==> src/rtl/pipes_pkg.sv <==
// Shared pipeline control types: per-stage flush/stall word, forwarding selects,
// data-memory wait FSM states and a saturating counter helper.
package pipes;

  typedef logic [4:0] creg_addr_t;

  typedef struct packed {
    logic flush;
    logic stall;
  } stage_ctrl_t;

  typedef struct packed {
    stage_ctrl_t fetch;
    stage_ctrl_t decode;
    stage_ctrl_t execute;
    stage_ctrl_t memory;
  } hazard_data_t;

  typedef logic [1:0] fwd_sel_t;
  localparam fwd_sel_t FWD_RF  = 2'b00;
  localparam fwd_sel_t FWD_WB  = 2'b01;
  localparam fwd_sel_t FWD_MEM = 2'b10;

  typedef enum logic [1:0] {
    IDLE    = 2'b00,
    WAIT    = 2'b01,
    TIMEOUT = 2'b10
  } dmem_wait_state_t;

  function automatic logic [31:0] sat_inc32(input logic [31:0] v);
    return (v == 32'hFFFF_FFFF) ? v : v + 32'd1;
  endfunction

endpackage

==> src/rtl/hazard_fwd_sel.sv <==
// Forwarding select for one EX operand; the MEM result is newer than WB so it wins.
module hazard_fwd_sel
  import pipes::*;
(
  input  creg_addr_t src,
  input  creg_addr_t m_write_reg,
  input  logic       m_reg_write,
  input  creg_addr_t w_write_reg,
  input  logic       w_reg_write,
  output fwd_sel_t   sel
);

  // Priority select; register $0 is hard-wired and never forwarded.
  always_comb begin
    sel = FWD_RF;
    if (m_reg_write && (m_write_reg != 5'd0) && (m_write_reg == src)) begin
      sel = FWD_MEM;
    end else if (w_reg_write && (w_write_reg != 5'd0) && (w_write_reg == src)) begin
      sel = FWD_WB;
    end else begin
      sel = FWD_RF;
    end
  end

endmodule

==> src/rtl/hazard_ctrl.sv <==
// Pipeline hazard controller: RAW forwarding, load-use stall, branch flush and a
// data-memory wait FSM with timeout, plus saturating stall/flush counters.
module hazard_ctrl
  import pipes::*;
#(
  parameter int unsigned DMEM_TIMEOUT = 15
) (
  input  logic         clk,
  input  logic         reset,
  input  creg_addr_t   d_rs,
  input  creg_addr_t   d_rt,
  input  creg_addr_t   e_rs,
  input  creg_addr_t   e_rt,
  input  creg_addr_t   e_write_reg,
  input  logic         e_reg_write,
  input  logic         e_mem_to_reg,
  input  creg_addr_t   m_write_reg,
  input  logic         m_reg_write,
  input  logic         m_branch_taken,
  input  logic         m_dmem_req,
  input  logic         dmem_ready,
  input  creg_addr_t   w_write_reg,
  input  logic         w_reg_write,
  output hazard_data_t hazard,
  output fwd_sel_t     forwardA,
  output fwd_sel_t     forwardB,
  output logic         dmem_timeout,
  output logic [31:0]  stall_cnt,
  output logic [31:0]  flush_cnt
);

  localparam int unsigned CW = $clog2(DMEM_TIMEOUT + 1);
  localparam logic [CW-1:0] LAST_WAIT = CW'(DMEM_TIMEOUT - 1);

  dmem_wait_state_t state_r, state_nxt_s;
  logic [CW-1:0]    wait_cnt_r, wait_nxt_s;
  logic             dstall_s, timeout_s, ld_use_s, branch_flush_s;
  hazard_data_t     haz_s;
  fwd_sel_t         fwd_a_s, fwd_b_s;
  logic [31:0]      stall_cnt_r, flush_cnt_r;

  hazard_fwd_sel u_fwd_a (
    .src(e_rs), .m_write_reg(m_write_reg), .m_reg_write(m_reg_write),
    .w_write_reg(w_write_reg), .w_reg_write(w_reg_write), .sel(fwd_a_s)
  );

  hazard_fwd_sel u_fwd_b (
    .src(e_rt), .m_write_reg(m_write_reg), .m_reg_write(m_reg_write),
    .w_write_reg(w_write_reg), .w_reg_write(w_reg_write), .sel(fwd_b_s)
  );

  // Data-memory wait FSM: the stall is capped at DMEM_TIMEOUT cycles, then one drop cycle.
  always_comb begin
    state_nxt_s = state_r;
    wait_nxt_s  = wait_cnt_r;
    dstall_s    = 1'b0;
    timeout_s   = 1'b0;
    case (state_r)
      IDLE: begin
        if (m_dmem_req && !dmem_ready) begin
          dstall_s    = 1'b1;
          state_nxt_s = WAIT;
          wait_nxt_s  = CW'(1);
        end else begin
          state_nxt_s = IDLE;
        end
      end
      WAIT: begin
        if (!m_dmem_req || dmem_ready) begin
          state_nxt_s = IDLE;
          wait_nxt_s  = {CW{1'b0}};
        end else begin
          dstall_s    = 1'b1;
          wait_nxt_s  = wait_cnt_r + CW'(1);
          state_nxt_s = (wait_cnt_r >= LAST_WAIT) ? TIMEOUT : WAIT;
        end
      end
      TIMEOUT: begin
        timeout_s   = 1'b1;
        state_nxt_s = IDLE;
        wait_nxt_s  = {CW{1'b0}};
      end
      default: begin
        state_nxt_s = IDLE;
        wait_nxt_s  = {CW{1'b0}};
      end
    endcase
  end

  // Hazard word: memory stall dominates, then branch flush, then load-use bubble.
  always_comb begin
    haz_s          = '0;
    branch_flush_s = 1'b0;
    ld_use_s       = e_reg_write && e_mem_to_reg && (e_write_reg != 5'd0) &&
                     ((e_write_reg == d_rs) || (e_write_reg == d_rt));
    if (dstall_s) begin
      haz_s.fetch.stall   = 1'b1;
      haz_s.decode.stall  = 1'b1;
      haz_s.execute.stall = 1'b1;
      haz_s.memory.flush  = 1'b1;
    end else begin
      haz_s.memory.flush = timeout_s;
      if (m_branch_taken) begin
        haz_s.fetch.flush   = 1'b1;
        haz_s.decode.flush  = 1'b1;
        haz_s.execute.flush = 1'b1;
        branch_flush_s      = 1'b1;
      end else if (ld_use_s) begin
        haz_s.fetch.stall  = 1'b1;
        haz_s.decode.flush = 1'b1;
      end else begin
        branch_flush_s = 1'b0;
      end
    end
  end

  // FSM state and wait counter.
  always_ff @(posedge clk or negedge reset) begin
    if (!reset) begin
      state_r    <= IDLE;
      wait_cnt_r <= {CW{1'b0}};
    end else begin
      state_r    <= state_nxt_s;
      wait_cnt_r <= wait_nxt_s;
    end
  end

  // Saturating performance counters.
  always_ff @(posedge clk or negedge reset) begin
    if (!reset) begin
      stall_cnt_r <= 32'd0;
      flush_cnt_r <= 32'd0;
    end else begin
      if (haz_s.fetch.stall) stall_cnt_r <= sat_inc32(stall_cnt_r);
      if (branch_flush_s)    flush_cnt_r <= sat_inc32(flush_cnt_r);
    end
  end

  assign hazard       = reset ? haz_s     : '0;
  assign forwardA     = reset ? fwd_a_s   : FWD_RF;
  assign forwardB     = reset ? fwd_b_s   : FWD_RF;
  assign dmem_timeout = reset ? timeout_s : 1'b0;
  assign stall_cnt    = stall_cnt_r;
  assign flush_cnt    = flush_cnt_r;

endmodule

==> config.mk <==
export PLATFORM = sky130hd
export DESIGN_NAME = hazard_ctrl
export DESIGN_NICKNAME = d
export VERILOG_FILES = /design/src/rtl/pipes_pkg.sv /design/src/rtl/hazard_fwd_sel.sv /design/src/rtl/hazard_ctrl.sv
export SDC_FILE = /design/constraint.sdc
export NUM_CORES = 1
export LEC_CHECK = 0
export ABC_CLOCK_PERIOD_IN_PS = 2810
export BUFFER_PORTS_ARGS = -buffer_cell sky130_fd_sc_hd__buf_2
export CAP_MARGIN = 20
export CORE_MARGIN = 3
export CORE_UTILIZATION = 40
export DETAILED_ROUTE_END_ITERATION = 10
export GPL_ROUTABILITY_DRIVEN = 1
export HOLD_SLACK_MARGIN = 0.05
export PLACE_DENSITY_LB_ADDON = 0.25
export REMOVE_ABC_BUFFERS = 1
export SETUP_SLACK_MARGIN = 0.3
export SYNTH_ARGS = -nofsm -noshare
export SYNTH_HDL_FRONTEND = slang
export SYNTH_SLANG_ARGS = --single-unit
==> constraint.sdc <==
create_clock -name clk -period 2.81 [get_ports clk]
set_input_delay 0.281 -clock clk [delete_from_list [all_inputs] [get_ports clk]]
set_output_delay 0.281 -clock clk [all_outputs]
set_load 0.02 [all_outputs]
==> results by group, run 1 <==
Synthesis
  • Post-Syn Instances: about 390
  • Sequential area share after synthesis: 0.442
  • Synth cell types: 50
  • Mux cell area share after synthesis: 0.0114
  • Adder-cell area share of the yosys netlist: 0.0126
  • Simple-Gate Fraction of Synth Area: 0.263
  • #FFs+latches synth: 70
  • Post-synth EDFFs: 0
  • Syn Area/Cell: 10.3 um2
  • Synth warn: 0
  • Fraction of registers with async set/reset: 1.00
  • XOR/XNOR Fraction of Synth Area: 0.201
  • Synth Area in Compound Gates: 0.0439
  • Syn Std Cell Area: ~0.0040 mm2
  • Primary FF master, synth: dfrtp_1
  • Main combinational cell family by area after synthesis: simple AND/OR/NAND/NOR gates

Timing
  • Fin. Hold Viols: 0
  • Fin. max-slew vios: 0
  • Fmax: around 0.42 GHz
  • Setup violations, final: 0
  • Fin Setup TNS: 0 ns
  • RSZ-0062 raised after global routing: no
  • Fin worst setup slack: 0.427 ns
  • Clock skew: 0.00766 ns
  • Worst-margin pin slew: 0.801 ns
  • Final period util: 0.848
  • Fin crit period: 2.38 ns
  • Worst rel slew slack: 0.466

Layout
  • Util after Layout: 0.526
  • Non-Filler Instances: around 640
  • Most frequent cells in the layout: buf_2 (118), dfrtp_1 (70), xor2_1 (48), xnor2_1 (43), nand3_1 (32)
  • Nets: ~560
  • Share of cells above drive strength 1: 0.310
  • Commonest non-fill, non-tap cell in the layout: buf_2
  • Ant. Diodes: 0
  • Syn-to-layout area delta: 24.8%

Global routing
  • Overall routing resource usage: 0.173
  • Vias in the first global route: 3247
  • Largest net degree at the start of global routing: 67
  • Initial antenna violation count: 0
  • GRT Residual Overflow: 0
  • First-pass GRT wire length: 15700 um

Drt
  • Drt total wl: 9620 um
  • DR iter-0 viols: around 120
  • Drt wl/cell: between 10 and 15 um
  • Residual DRC count: 0
  • Via Count: 3346
  • First drt pass iteration count: 4
  • Routed Antenna Nets: 0
  • Via-to-Cell Ratio: 5.21

Floorplanning
  • Die height: between 100 and 150 um
  • Starting density of the core: 0.421
  • Die area: 0.0111 mm2
  • Die width: about 110 um
  • Std-Cell Rows: 35
  • Core footprint: 0.00942 mm2
  • I/O pin total: 121

Setup path
  • Worst path top cell family by delay: simple AND/OR/NAND/NOR gates
  • CP max FO: 21
  • Critical path, cell by cell: or3b_1 -> o21a_1 -> nor2_1 -> buf_2
  • Critical path startpoint: state_r[1]$_DFF_PN0_
  • Cell count of the worst reg-to-reg path: 7
  • RR Startpoint: stall_cnt[21]$_DFFE_PN0P_
  • Crit path largest cell delay: 0.52 ns
  • Crit path buf inv count: 1
  • Critical path class: register to output pin
  • CP arrival: between 2 and 2.5 ns
  • R2R setup slack: roughly 0.54 ns
  • Crit. End Element: output pin
  • Critical-path cell with the highest stage delay: or3b_1
  • Worst R2R End: stall_cnt[10]$_DFFE_PN0P_
  • WP data required: 2.53 ns
  • Critical Path Source Type: register

Clock network
  • CTS tree: done
  • Clock Sinks: 70
  • H-tree depth: 3
  • Reg clk slew, reported paths: approximately 0.08 ns
  • CTS Root Buffer Type: clkbuf_8
  • Clk Latency, worst-skew pair: 0.34 ns
  • Inserted Clock Buffers: 9
  • CTS Buffer Depth: 2

Placed design
  • Final GP Congestion: ~0.86
  • Pre-CTS setup slack: 0.541 ns
  • Post-Place Cells: between 600 and 700
  • # port buffers: between 100 and 150
  • DP Wirelength: 7350 um

Power and ir drop
  • Pwr dens: 615 mW/mm2
  • Peak supply drop: 0.555 mV
  • Leakage: between 0.002 and 0.0025 uW

Hold path
  • HP Start: dmem_ready
  • Worst min-delay path category: input port to register
  • Worst Hold Path EP: wait_cnt_r[2]$_DFFE_PN0P_
  • WHS Path Cells: 4

Flow run
  • Max cap viols: 0

Outcome
  • Outcome: finished, final reports clean
-- state kept, by name, indices dropped and copies added (netlist names) --
signal	cells
wait_cnt_r	4
flush_cnt	32
state_r	2
stall_cnt	32
-- where the power goes --
group,leakage (uW),switching (uW),total [uW],internal [uW]
Combinational,0.00133,467,753,286
Clock,0.000122,376,1010,638
Sequential,0.000925,159,1280,1120
Total,0.00238,1000,3040,2040
-- logic make-up (layout without fill, tap and decap cells) --
logic type / after synthesis / count (layout)
xor+xnor: 91 / 91
flops: 70 / 70
simple gates: 179 / 179
mux: 4 / 4
fa+ha+maj: 4 / 4
compound gates: 19 / 19
other cells: 1 / 1
buf+inv: 17 / 145
-- synth_stat cells (5+ instances only) --
cell type / instances / area, um2
dfrtp_1: 70 / 1750
xor2_1: 48 / 420
xnor2_1: 43 / 377
nand3_1: 32 / 160
nand4_1: 30 / 188
nor3_1: 22 / 110
nand2_1: 20 / 75.1
nor2_1: 18 / 67.6
and2_1: 10 / 62.6
nor4_1: 9 / 56.3
and3_1: 8 / 50.1
buf_4: 5 / 37.5
inv_1: 5 / 18.8
-- repair_timing --
action / CTS / global route
hold buffers: 1 / 0
endpoints found under the setup margin: 0 / 2
endpoints found under the hold margin: 5 / 0
gates resized for setup: 0 / 2
buffers inserted: 0 / 0
-- per-layer routing --
| metal | share of wire | up-vias | global-route usage |
|---|---|---|---|
| met1 | 0.44 | 1623 | 0.224 |
| met3 | 0.063 | 9 | 0.0527 |
| met2 | 0.49 | 98 | 0.284 |
| li1 | - | 1616 | - |
| met4 | 0.0084 | 0 | 0.0398 |
| met5 | 0 | - | 0 |
-- worst min-delay path: cells and delay by family --
family | cells | cell delay, ns
buffers and inverters | 1 | 0.09
and+or+nand+nor | 2 | 0.15
AOI/OAI and AO/OA | 1 | 0.06
-- through the flow --
step / cell area [um2] / power, uW / hold slack [ns]
finish: 4950 / 3040 / 0.281
global route: 4950 / 3220 / 0.275
CTS: 4940 / 3080 / 0.261
detailed placement: 4670 / 2050 / 0.109
global placement: 4670 / 2030 / 0.113
floorplan: 3880 / 1730 / -0.0146
-- how the worst max path moves through the flow --
stage | end | cells after the start
floorplan | stall_cnt[10]$_DFFE_PN0P_ | 5
global placement | stall_cnt[28]$_DFFE_PN0P_ | 7
detailed placement | stall_cnt[10]$_DFFE_PN0P_ | 7
CTS | forwardB[1] | 5
global route | hazard[6] | 4
finish | hazard[6] | 4
-- area by class of cell --
cell class,instances,area [um2]
Fill cell,865,4470
Multi-Input combinational cell,298,2120
Sequential cell,70,1750
Timing Repair Buffer,124,642
Tap cell,129,161
Clock buffer,11,151
Clock inverter,5,105
Inverter,5,18.8
(Power assumes the default switching activity.)
==> run 2, diff against run 1 <==
--- a/config.mk
+++ b/config.mk
@@ -5,7 +5,7 @@
 export SDC_FILE = /design/constraint.sdc
 export NUM_CORES = 1
 export LEC_CHECK = 0
-export ABC_CLOCK_PERIOD_IN_PS = 2810
+export ABC_CLOCK_PERIOD_IN_PS = 2400
 export BUFFER_PORTS_ARGS = -buffer_cell sky130_fd_sc_hd__buf_2
 export CAP_MARGIN = 20
 export CORE_MARGIN = 3
==> constraint.sdc (replaced) <==
create_clock -name clk -period 2.4 [get_ports clk]
set_input_delay 0.24 -clock clk [delete_from_list [all_inputs] [get_ports clk]]
set_output_delay 0.24 -clock clk [all_outputs]
set_load 0.02 [all_outputs]
==> results by group, run 2 (synthesis results as in run 1) <==
Clock network
  • CTS tree: done
  • Clock Sinks: 70
  • Inserted Clock Buffers: 9
  • CTS Buffer Depth: 2
  • H-tree depth: 3
  • Clk Latency, worst-skew pair: ~0.34 ns
  • Reg clk slew, reported paths: roughly 0.080 ns
  • CTS Root Buffer Type: clkbuf_8

Timing
  • Final period util: 0.848
  • Fin Setup TNS: 0 ns
  • Clock skew: around 0.012 ns
  • Hold_ws: roughly 0.19 ns
  • RSZ-0062 raised after global routing: yes
  • Worst rel slew slack: 0.433
  • Fmax: 0.491 GHz
  • Fin. Hold Viols: 0
  • Fin crit period: 2.03 ns
  • Fin. max-slew vios: 0
  • Setup violations, final: 0
  • Worst-margin pin slew: 0.848 ns

Setup path
  • Crit path buf inv count: 2
  • CP max FO: 3
  • Critical path, cell by cell: buf_2 -> or4_1 -> o21ai_0 -> nor4_1 -> nor4_1 -> buf_2
  • WP data required: 2.16 ns
  • Critical Path Source Type: input port
  • Crit. End Element: output pin
  • Cell count of the worst reg-to-reg path: 7
  • Critical path class: input port to output pin
  • RR Startpoint: stall_cnt[4]$_DFFE_PN0P_
  • Critical-path cell with the highest stage delay: or4_1
  • Worst path top cell family by delay: simple AND/OR/NAND/NOR gates
  • R2R setup slack: 0.42 ns
  • Worst R2R End: stall_cnt[15]$_DFFE_PN0P_
  • CP arrival: between 1.5 and 2 ns
  • Crit path largest cell delay: 0.50 ns

Power and ir drop
  • Peak supply drop: 0.609 mV
  • Power Total: between 3000 and 4000 uW
  • Pwr dens: just under 700 mW/mm2
  • Leakage: 0.00241 uW

Layout
  • Final Cell Area: around 0.005 mm2
  • Non-Filler Instances: 650
  • Share of cells above drive strength 1: 0.336
  • Most frequent cells in the layout: buf_2 (118), dfrtp_1 (68), xor2_1 (48), xnor2_1 (43), nand3_1 (31)
  • Nets: 564
  • Commonest non-fill, non-tap cell in the layout: buf_2
  • Ant. Diodes: 0
  • Syn-to-layout area delta: 25.9%

Floorplanning
  • Starting density of the core: 0.421
  • Die width: 106 um
  • Std-Cell Rows: 35
  • I/O pin total: 121
  • Die height: about 110 um
  • Core footprint: ~0.0094 mm2
  • Die area: 0.0111 mm2

Global routing
  • First-pass GRT wire length: 16200 um
  • Largest net degree at the start of global routing: 53
  • Vias in the first global route: between 3000 and 4000
  • Initial antenna violation count: 0
  • Overall routing resource usage: 0.177
  • GRT Residual Overflow: 0

Placed design
  • Area post-placement: 0.00471 mm2
  • DP Wirelength: 7380 um
  • Final GP Congestion: a little under 0.8
  • Post-Place Cells: 630
  • # port buffers: 119

Drt
  • Via-to-Cell Ratio: 5.15
  • Routed Antenna Nets: 0
  • Residual DRC count: 0
  • Drt total wl: 9680 um
  • Via Count: 3347
  • DR iter-0 viols: 155
  • First drt pass iteration count: 5
  • Drt wl/cell: 14.9 um

Flow run
  • Max cap viols: 0

Outcome
  • Outcome: finished, final reports clean

Hold path
  • Worst min-delay path category: input port to async pin
## run 2: worst min-delay path, delay by kind of cell
family	cells	cell delay [ns]
buffers and inverters	3	0.78
## run 2: layout make-up
class | count | area [um2]
inverter | 5 | 18.8
sequential | 70 | 1750
clock inverter | 7 | 78.8
fill | 883 | 4420
tap | 129 | 161
timing repair buffer | 132 | 698
multi-input combinational | 298 | 2160
clock buffer | 9 | 124
## run 2: per-stage QoR
step | utilization | setup WS, ns
2_1_floorplan | - | 0.251
3_3_place_gp | 0.500 | 0.307
3_5_place_dp | 0.500 | 0.227
4_1_cts | 0.524 | 0.316
5_1_grt | 0.530 | 0.300
6_report | 0.530 | 0.365
## run 2: worst max path at each step
stage                     depth (start not counted)                      from                         to
after floorplan                                   5  stall_cnt[0]$_DFFE_PN0P_  stall_cnt[10]$_DFFE_PN0P_
after global placement                            7            e_write_reg[1]  stall_cnt[28]$_DFFE_PN0P_
after detailed placement                          7            e_write_reg[4]  stall_cnt[28]$_DFFE_PN0P_
after CTS                                         4      state_r[1]$_DFF_PN0_                  hazard[6]
after global routing                              7  stall_cnt[4]$_DFFE_PN0P_  stall_cnt[10]$_DFFE_PN0P_
final                                             6            m_write_reg[0]                forwardB[0]
## run 2: timing repair
action | 4_1_cts | 5_1_grt
setup endpoints to repair | 4 | 34
resized for setup | 2 | 10
buffers inserted | 0 | 3
endpoints found under the hold margin | 18 | 0
hold buffers | 1 | 0
pin swaps | 0 | 3
## run 2: power breakdown
| group | switching (uW) | internal, uW | leakage (uW) | total [uW] |
|---|---|---|---|---|
| Combinational | 555 | 350 | 0.00138 | 905 |
| Clock | 488 | 495 | 0.000105 | 983 |
| Sequential | 188 | 1310 | 0.000923 | 1500 |
| Total | 1230 | 2150 | 0.00241 | 3380 |
## run 2: routing by layer
metal,global-route usage,wire length [um],vias up
li1,-,-,1636
met1,0.243,4360,1615
met2,0.286,4710,85
met3,0.0361,483,11
met4,0.0490,123,0
met5,0,0,-
==> run 3, diff against run 2 <==
--- a/config.mk
+++ b/config.mk
@@ -5,7 +5,8 @@
 export SDC_FILE = /design/constraint.sdc
 export NUM_CORES = 1
 export LEC_CHECK = 0
-export ABC_CLOCK_PERIOD_IN_PS = 2400
+export ABC_AREA = 1
+export ABC_CLOCK_PERIOD_IN_PS = 1900
 export BUFFER_PORTS_ARGS = -buffer_cell sky130_fd_sc_hd__buf_2
 export CAP_MARGIN = 20
 export CORE_MARGIN = 3
==> constraint.sdc (replaced) <==
create_clock -name clk -period 1.9 [get_ports clk]
set_input_delay 0.19 -clock clk [delete_from_list [all_inputs] [get_ports clk]]
set_output_delay 0.19 -clock clk [all_outputs]
set_load 0.02 [all_outputs]
==> results by group, run 3 <==
Power and ir drop
  • Switching fraction of total power: 0.322
  • Pint: 3140 uW
  • Clk pwr share: 0.342
  • Leakage: 0.00359 uW
  • Net Switching: 1490 uW
  • Pwr dens: between 600 and 700 mW/mm2
  • Seq pwr share: 0.389
  • Peak supply drop: 0.420 mV
  • Combinational Power Share: 0.269

Clock network
  • Reg clk slew, reported paths: 0.05 ns
  • CTS Root Buffer Type: clkbuf_16
  • CTS tree: done
  • Clock Sinks: 70
  • Inserted Clock Buffers: 9
  • H-tree depth: 3
  • CTS Buffer Depth: 2
  • Clk Latency, worst-skew pair: between 0.3 and 0.4 ns

Layout
  • Non-Filler Instances: 1057
  • Seq. cell area: 0.00177 mm2
  • Syn-to-layout area delta: 45.6%
  • Nets: approximately 960
  • Share of cells above drive strength 1: 0.421
  • Most frequent cells in the layout: nand2_1 (198), buf_2 (117), buf_4 (76), inv_1 (63), dfrtp_1 (54)
  • # fillers: 1016
  • Commonest non-fill, non-tap cell in the layout: nand2_1
  • Multi-input combinational cell area: 0.00326 mm2
  • Ant. Diodes: 0

Hold path
  • Worst min-delay path category: input port to register

Setup path
  • CP arrival: 1.88 ns
  • Critical path, cell by cell: nand2_1 -> nor3_2 -> nand2_1 -> nor2_2 -> nand2_1 -> xor2_1 -> nand2_1 -> o21ai_1
  • Crit path largest cell delay: 0.45 ns
  • Worst path top cell family by delay: simple AND/OR/NAND/NOR gates
  • Crit. End Element: register
  • Most frequent CP cell: nand2_1
  • Critical-path cell with the highest stage delay: dfrtp_1
  • Crit path buf inv count: 0
  • CP max FO: 5
  • Critical Path Source Type: register
  • Critical path class: register to register
  • WP data required: 2.12 ns

Outcome
  • Outcome: finished, final reports clean

Placed design
  • # port buffers: roughly 120
  • Final GP Congestion: 0.917
  • Post-Place Cells: between 900 and 1000
  • Pre-CTS setup slack: 0.111 ns
  • DP Wirelength: 9890 um

Floorplanning
  • Die height: 117 um
  • Die width: about 120 um
  • Std-Cell Rows: 39
  • Die area: 0.0137 mm2
  • I/O pin total: 121
  • Starting density of the core: 0.421
  • Core footprint: between 0.01 and 0.015 mm2

Drt
  • First drt pass iteration count: 4
  • Via-to-Cell Ratio: between 4 and 5
  • Via Count: approximately 5200
  • Routed Antenna Nets: 0
  • Drt wl/cell: 13.9 um
  • DR iter-0 viols: ~330
  • Residual DRC count: 0
  • Drt total wl: 14600 um

Timing
  • Hold_ws: 0.204 ns
  • Clock skew: 0.00574 ns
  • Fin Setup TNS: 0 ns
  • Fmax: 0.601 GHz
  • Fin. Hold Viols: 0
  • RSZ-0062 raised after global routing: yes
  • Fin crit period: ~1.7 ns
  • Worst-margin pin slew: 0.561 ns
  • Fin worst setup slack: 0.235 ns
  • Worst rel slew slack: 0.625
  • Final period util: 0.876
  • Fin. max-slew vios: 0
  • Setup violations, final: 0

Synthesis
  • Yosys top cell by area: dfrtp_1
  • Synth cell types: 34
  • Syn Std Cell Area: roughly 0.0049 mm2
  • Primary FF master, synth: dfrtp_1
  • Fraction of registers with async set/reset: 1.00
  • Area contributors post-synth: dfrtp_1 (36%), nand2_1 (18%), nor2_1 (6.6%)
  • Sequential area share after synthesis: 0.356
  • Count leader, synth: nand2_1
  • Synth warn: 0
  • Synth cell count leaders: nand2_1 (233), nor2_1 (86), dfrtp_1 (70)
  • Syn Area/Cell: 7.00 um2
  • #FFs+latches synth: 70
  • Post-synth top area share: 0.356
  • Post-synth EDFFs: 0
  • Post-Syn Instances: about 700

Global routing
  • Vias in the first global route: 4681
  • Overall routing resource usage: 0.204
  • Largest net degree at the start of global routing: 59
  • Initial antenna violation count: 0
  • GRT Residual Overflow: 0
  • First-pass GRT wire length: about 22000 um

Flow run
  • Max cap viols: 0
[run 3: cell types whose count changed in the layout (fill, tap and decap cells not counted), moves of 22 or more]
cell     before  now
nor2_1       17   53
nor2_4        1   23
inv_1         5   63
buf_4        13   76
nand2_2       1   35
nand2_1      19  198
[run 3: worst reg2reg max path: cells and delay by family, from the launching register on]
kind,cells,cell delay [ns]
AOI/OAI and AO/OA,1,0.05
DFF,1,0.45
and+or+nand+nor,6,0.90
xor gates and xnor gates,1,0.14
[run 3: path summary, 6_finish.rpt]
check | from | to | slack [ns] | depth (start not counted)
setup / recovery | flush_cnt[13]$_DFFE_PN0P_ | flush_cnt[31]$_DFFE_PN0P_ | 0.23 | 8
hold / removal | dmem_ready | wait_cnt_r[0]$_DFFE_PN0P_ | 0.20 | 4
setup reg to reg | flush_cnt[13]$_DFFE_PN0P_ | flush_cnt[31]$_DFFE_PN0P_ | 0.23 | 8
hold reg to reg | flush_cnt[8]$_DFFE_PN0P_ | flush_cnt[8]$_DFFE_PN0P_ | 0.52 | 1
max in group asynchronous | reset | stall_cnt[5]$_DFFE_PN0P_ | 0.96 | 3
min in group asynchronous | reset | stall_cnt[6]$_DFFE_PN0P_ | 0.54 | 3
[run 3: cells by family (layout without fill, tap and decap cells)]
| group | after synthesis | after routing | synth area share |
|---|---|---|---|
| xor+xnor | 57 | 57 | 0.101 |
| buf+inv | 93 | 301 | 0.0859 |
| other cells | 1 | 1 | 0.000761 |
| compound gates | 19 | 19 | 0.0208 |
| simple gates | 460 | 462 | 0.425 |
| fa+ha+maj | 4 | 4 | 0.0102 |
| flops | 70 | 70 | 0.356 |
[run 3: routing by layer]
layer	part of all wire	GRT usage	vias to the layer above	wire length, um
met5	0	0	-	0
met4	0.016	0.0550	0	240
met1	0.44	0.283	2436	6420
met3	0.066	0.0504	20	970
li1	-	-	2619	-
met2	0.48	0.320	154	7020
[run 3: layout make-up]
class,count,share of cell area
flip-flops and latches,70,0.247
repair buffers,208,0.192
clock inverters,1,0.000698
multi-input cells,543,0.454
well taps,143,0.0249
inverters,79,0.0438
clock buffers,13,0.0377
[run 3: through the flow]
step | cell area [um2] | util | power (uW)
4_1_cts | 6350 | 0.542 | 4480
6_report | 7170 | 0.612 | 4630
2_1_floorplan | 4800 | - | 2350
5_1_grt | 7170 | 0.612 | 4890
3_3_place_gp | 5770 | 0.493 | 2750
3_5_place_dp | 5770 | 0.493 | 2760
[run 3: timing repair]
action / CTS / global route
pin swaps: 6 / 30
setup endpoints to repair: 63 / 68
setup buffers: 22 / 43
hold buffers: 2 / 0
hold endpoints to repair: 12 / 0
gates resized for setup: 31 / 135
gates cloned: 2 / 1
[run 3: power by group through the flow]
stage          Sequential, uW  Clock, uW  Combinational, uW
6_report                 1800       1580               1250
3_5_place_dp             1830          0                932
3_3_place_gp             1820          0                925
4_1_cts                  1780       1620               1080
2_1_floorplan            1950          0                399
5_1_grt                  1810       1690               1390
